[src/rtl/pcileech_tlp_tx_arb.sv]
// Two-source AXI-Stream TLP arbiter feeding the PCIe core TX port.
// Grants are packet-atomic: a source keeps the port until its tlast beat.
module pcileech_tlp_tx_arb #(
    parameter int PARAM_PRIO_MODE = 0
) (
    input  logic        clk,
    input  logic        rst_n,
    input  logic        en,
    input  logic [63:0] s0_tdata,
    input  logic [7:0]  s0_tkeep,
    input  logic        s0_tlast,
    input  logic        s0_tvalid,
    output logic        s0_tready,
    input  logic [63:0] s1_tdata,
    input  logic [7:0]  s1_tkeep,
    input  logic        s1_tlast,
    input  logic        s1_tvalid,
    output logic        s1_tready,
    output logic [63:0] m_tdata,
    output logic [7:0]  m_tkeep,
    output logic        m_tlast,
    output logic        m_tvalid,
    input  logic        m_tready,
    output logic [15:0] pkt_cnt0,
    output logic [15:0] pkt_cnt1,
    output logic        busy,
    output logic [1:0]  fsm_state
);

    typedef enum logic [1:0] {
        IDLE = 2'd0,
        GNT0 = 2'd1,
        GNT1 = 2'd2
    } state_t;

    localparam logic prio_s1 = (PARAM_PRIO_MODE == 1);

    state_t state;
    state_t state_nxt;
    logic   last_grant;
    logic   last_grant_nxt;
    logic   beat0;
    logic   beat1;

    // Valid/ready: a beat transfers on any rising edge where tvalid and tready
    // are both high; tvalid never depends on tready, tready may depend on tvalid.
    assign beat0 = (state == GNT0) && s0_tvalid && m_tready;
    assign beat1 = (state == GNT1) && s1_tvalid && m_tready;

    assign fsm_state = state;

    always_comb begin
        state_nxt      = state;
        last_grant_nxt = last_grant;
        case (state)
            IDLE: begin
                if (en) begin
                    if (s0_tvalid && s1_tvalid) begin
                        // Round-robin favours whichever source did not win last time.
                        if (prio_s1 || !last_grant) begin
                            state_nxt = GNT1;
                        end else begin
                            state_nxt = GNT0;
                        end
                    end else if (s0_tvalid) begin
                        state_nxt = GNT0;
                    end else if (s1_tvalid) begin
                        state_nxt = GNT1;
                    end
                end
            end
            GNT0: begin
                if (beat0 && s0_tlast) begin
                    state_nxt = IDLE;
                end
            end
            GNT1: begin
                if (beat1 && s1_tlast) begin
                    state_nxt = IDLE;
                end
            end
            default: state_nxt = IDLE;
        endcase
        if (state == IDLE && state_nxt == GNT0) begin
            last_grant_nxt = 1'b0;
        end else if (state == IDLE && state_nxt == GNT1) begin
            last_grant_nxt = 1'b1;
        end
    end

    always_comb begin
        m_tdata   = 64'd0;
        m_tkeep   = 8'd0;
        m_tlast   = 1'b0;
        m_tvalid  = 1'b0;
        s0_tready = 1'b0;
        s1_tready = 1'b0;
        busy      = 1'b0;
        case (state)
            GNT0: begin
                m_tdata   = s0_tdata;
                m_tkeep   = s0_tkeep;
                m_tlast   = s0_tlast;
                m_tvalid  = s0_tvalid;
                s0_tready = m_tready;
                busy      = 1'b1;
            end
            GNT1: begin
                m_tdata   = s1_tdata;
                m_tkeep   = s1_tkeep;
                m_tlast   = s1_tlast;
                m_tvalid  = s1_tvalid;
                s1_tready = m_tready;
                busy      = 1'b1;
            end
            default: begin
                busy = 1'b0;
            end
        endcase
    end

    // Reset leaves last_grant pointing at source 1 so source 0 wins the first tie.
    always_ff @(posedge clk or negedge rst_n) begin
        if (!rst_n) begin
            state      <= IDLE;
            last_grant <= 1'b1;
            pkt_cnt0   <= 16'd0;
            pkt_cnt1   <= 16'd0;
        end else begin
            state      <= state_nxt;
            last_grant <= last_grant_nxt;
            pkt_cnt0   <= pkt_cnt0 + {15'd0, beat0 && s0_tlast};
            pkt_cnt1   <= pkt_cnt1 + {15'd0, beat1 && s1_tlast};
        end
    end

endmodule

[config.mk]
export PLATFORM = sky130hd
export DESIGN_NAME = pcileech_tlp_tx_arb
export DESIGN_NICKNAME = d
export VERILOG_FILES = /design/src/rtl/pcileech_tlp_tx_arb.sv
export SDC_FILE = /design/constraint.sdc
export NUM_CORES = 1
export LEC_CHECK = 0
export ABC_AREA = 1
export CAP_MARGIN = 10
export CORE_AREA = 2 2 103 105
export CTS_CLUSTER_SIZE = 40
export DETAILED_ROUTE_END_ITERATION = 8
export DIE_AREA = 0 0 105 107
export PLACE_DENSITY_LB_ADDON = 0.25
export SLEW_MARGIN = 20
export SYNTH_ARGS = -nofsm -noshare
export SYNTH_HDL_FRONTEND = slang
export SYNTH_SLANG_ARGS = --single-unit
[constraint.sdc]
create_clock -name clk -period 7 [get_ports clk]
set_clock_uncertainty 0.2 [all_clocks]
set_input_delay 1.4 -clock clk [delete_from_list [all_inputs] [get_ports clk]]
set_output_delay 1.4 -clock clk [all_outputs]
set_load 0.01 [all_outputs]
# Word-level counts from Yosys, hierarchy flattened

Index checks and enable logic that the tools add are counted.

Output and inout bits: 111
Bits of input ports: 152
Register bits: 35
Logic and storage cells: 39

Reductions and logical operators: 12
Add/subtract/negate cells: 2
Equal/unequal tests: 4
Mux-type cells: 17

Operators by type and width:

| operator                                                         | count |
|---|---|
| 64-bit case mux with 2 select lines                              | 1 |
| 16-bit by 1-bit adder with 16-bit output                         | 2 |
| 8-bit case mux with 2 select lines                               | 1 |
| 2-bit two-way mux                                                | 7 |
| 1-bit logical AND                                                | 9 |
| 2-bit case mux with 3 select lines                               | 1 |
| 1-bit two-way mux                                                | 5 |
| 2-bit by 1-bit == test with 1-bit output (second input constant) | 2 |
| 2-bit == test (second input constant)                            | 2 |
| 1-bit case mux with 2 select lines                               | 2 |
| 2-bit logical NOT                                                | 1 |
| 2-bit nonzero test                                               | 1 |
| 2-bit OR reduction                                               | 1 |

# Depth between registers and ports, before layout

Depth in word-level cells: 10
Mapped depth: 13
Gate-level depth less buffers: 13

# Worst setup path after synthesis

OpenSTA, ideal clock, no wires.

Path type: input -> output
From: in s0_tdata[9]
To: out m_tdata[9]
Path buffers: 0
Arrival time: 1678 ps
Slack: 3722 ps
Data required time: 5400 ps
Stages: 2
Cell sequence: nand2_1 -> a21oi_1

Longest elaborated chain between the ends: 1

Ends and longest elaborated chain:

| what                                | RTL line | RTL |
|---|---|---|
| from (decl)                         | 9        | `input logic [63:0] s0_tdata,` |
| 64-bit case mux with 2 select lines | 99       | `case (state)` |
| to (decl)                           | 19       | `output logic [63:0] m_tdata,` |

No other way between the ends.

# Worst setup path after layout

From: reg state[0] (netlist: fsm_state[0])
To: out m_tdata[63]

Longest elaborated chain between the ends: 2
Elaborated cells on any way between the ends: 3
Those cells by class: 2 x eq/ne; 1 x mux

Ends and longest elaborated chain:

| what                                                                      | RTL line | RTL |
|---|---|---|
| from (decl)                                                               | 38       | `state_t state;` |
| from (signal assigned)                                                    | 130      | `state <= state_nxt;` |
| 2-bit == test or 2-bit by 1-bit == test with 1-bit output (tied branches) | 99       |  |
| 64-bit case mux with 2 select lines *                                     | 99       |  |

Mark *: on every way between the ends. The rest lies on a longest branch, timed or not.

==> impl_metrics.yaml <==
status:
  status: "finished, final reports clean"
routing:
  drt-initial-drc-count: 145
  drc: 0
  via_per_inst: 4.65
  vias: 3776
  ant_nets: 0
  avgRoutedWirePerCell_um: 15.3
  first_pass_iters: 4
  drt_wl_total_um: 12400
grt:
  grtUsageMet1_pct: 22.0
  grt_max_degree: 58
  antenna_found_initial: 0
  grt_pass1_wl_um: 18600
  grt_use_met2_pct: 37.6
  grt_busiest_layer: "met2"
  gr-usage-met3_pct: 8.09
  grtUsageTotal_pct: 20.8
  globalRouteOverflowTotal: 0
  grt_pass1_vias: 3786
critical_path:
  crit_path_start_kind: "flip-flop"
  endpoint_kind: "primary output"
  cp_num_buf_inv: 3
  startpoint: "fsm_state[0]"
  critPathMaxStageDelay_ns: 0.67
  crit_slowest_cell: "ha_2"
  crit_arrival_ns: 2.96
  crit_type: "reg -> out"
  path_delay_family: "buffers and inverters"
  crit_fanout: 40
  critical_path_required_ns: 5.40
  rr_startpoint: "fsm_state[0]"
  crit_chain: "inv_1, ha_2, buf_4, nand2_1, a21oi_1, clkdlybuf4s50_1"
synth:
  ys_seq_area_share_pct: 31.8
  yosys_warnings: 0
  synth_area_leaders: "dfrtp_1, nand2_1, a21oi_1, xor2_1, ha_1"
  synth_edf_count: 0
  yosys-top-cells-count: "nand2_1, a21oi_1, dfrtp_1"
  synthArstFlopShare_pct: 100
  synth_area_per_cell_um2: 6.48
  synth_cell_types: 25
  synth_top_area_share_pct: 30.8
  post-synth-top-count-cell: "nand2_1"
  syn_inst: 426
  synth_ff_type: "dfrtp_1"
  yosysTopAreaCell: "dfrtp_1"
  ys_ff_latch: 35
  syn-cell-area_um2: 2760
  syn_nets: 586
clock_tree:
  cts_buffers: 5
  clk_path_buf_depth: 2
  post_cts_resized: 0
  cts-root-buf: "clkbuf_8"
  path_clk_slew_ns: 0.07
  post_cts_buffers: 0
  cts_num_sinks: 35
  postCtsHoldBufs: 0
  insertion_delay_ns: 0.28
  cts_tree: "yes"
  h-tree-depth: 2
pwr:
  power.share.combinational_pct: 69.9
  max-vdd-ir-drop_uv: 120
  netSwitchingFraction_pct: 44.3
  p_int_uw: 722
  switching_power_uw: 574
  p_clk_share_pct: 10.7
  power_density_nw_per_um2: 233
  p_leak_uw: 0.00227
  p_seq_share_pct: 19.4
timing:
  setup_viol: 0
  relSlewSlack_pct: 51.4
  worst_slack_ns: 2.44
  setup-tns-final_ns: 0
  finalHoldViolations: 0
  fin_crit_ns: 4.56
  fin_crit_sh_pct: 65.1
  worstMarginPinSlew_ns: 0.728
  drv_slew: 0
  rsz0062_at_grt: "false"
  fmax_ghz: 0.219
job:
  cap_violations: 0
place:
  gp_congestion: 0.887
  place_ws_ns: 2.49
  io_buffers: 262
  place_hpwl_um: 9940
floorplan:
  io_pins: 263
  coreArea_um2: 10100
  placementRows: 37
  die_x_um: 105
  die_h_um: 107
  initial_core_util_pct: 27.3
  dieArea_um2: 11200
min_path:
  worstHoldStart: "pkt_cnt0[15]"
  min_path_type: "reg -> reg"
final_layout:
  fill_cells: 996
  antenna_cells: 0
  syn_to_final_growth_pct: 102
  nNetsFinal: 835
  drive_above_1_share_pct: 3.55
## layout by cell type, fill, tap and decap left out, types with 2 or more instances in the layout
cell,netlist,layout
clkdlybuf4s50_1,0,262
nand2_1,186,186
a21oi_1,75,75
dfrtp_1,34,34
inv_1,22,21
xor2_1,20,20
nor2_1,15,15
nand3_1,13,13
xnor2_1,8,8
ha_1,8,6
clkbuf_8,0,5
nand4_1,4,4
buf_4,0,4
nor2_2,3,3
nand3_2,2,2
nor3_1,2,2
clkbuf_1,10,2
## path summary, 6_finish.rpt
path | to | slack (ns) | cells after the start
max | m_tdata[63] | 2.44 | 6
min | pkt_cnt0[15] | 0.26 | 1
max reg2reg | pkt_cnt1[14] | 3.91 | 13
min reg2reg | pkt_cnt0[15] | 0.26 | 1
max in group asynchronous | last_grant | 4.92 | 2
min in group asynchronous | pkt_cnt1[13] | 1.32 | 2
## metrics by stage
stage	utilization [%]	hold slack (ns)	area (um^2)	total power, uW	instances
5_1_grt	55.2	0.290	5570	1400	812
4_1_cts	55.1	0.269	5560	1310	812
3_5_place_dp	54.3	0.256	5480	1160	804
3_3_place_gp	54.3	0.256	5480	1160	804
6_report	55.2	0.264	5570	1300	812
2_1_floorplan	-	0.254	2760	690	426
## registers in the layout (all words and copies together) (netlist names)
name        cells
pkt_cnt1       16
pkt_cnt0       16
fsm_state       2
last_grant      1
## worst register-to-register path, delay by kind of cell (launching register included)
family                     cells  cell delay, ns
adders and majority gates      3            1.05
xor gates and xnor gates       1            0.15
DFF                            1            0.47
and+or+nand+nor                6            0.87
buffers and inverters          3            0.28
## cells by family (layout without fill, tap and decap cells)
kind of cell               count (synthesis)  count (layout)  share of synthesized area, %
buffers and inverters                     46             296                          6.89
adders and majority gates                  8               8                          3.63
xor gates and xnor gates                  28              28                          8.89
DFF                                       35              35                          31.8
AOI/OAI and AO/OA                         76              76                          13.8
and+or+nand+nor                          233             233                          35.0
## power by group through the flow
| stage | registers (uW) | logic, uW | clock network [uW] |
|---|---|---|---|
| after floorplan | 259 | 431 | 0 |
| after global placement | 252 | 903 | 0 |
| after detailed placement | 254 | 909 | 0 |
| after CTS | 251 | 916 | 144 |
| after global routing | 256 | 990 | 155 |
| final | 251 | 907 | 139 |
## layout make-up
class / instances / area, um^2 / area share, %
timing repair buffer: 266 / 2650 / 47.6
multi-input combinational: 345 / 1710 / 30.7
sequential: 35 / 877 / 15.7
tap: 136 / 170 / 3.05
inverter: 22 / 82.6 / 1.48
clock buffer: 7 / 76.3 / 1.37
clock inverter: 1 / 5.00 / 0.0898
## per-layer routing
metal	up-vias	routed length [um]
met4	0	414
met3	26	1260
met2	163	6230
met1	1732	4480
li1	1855	-
met5	-	0
Power figures use the tool's default switching activity.
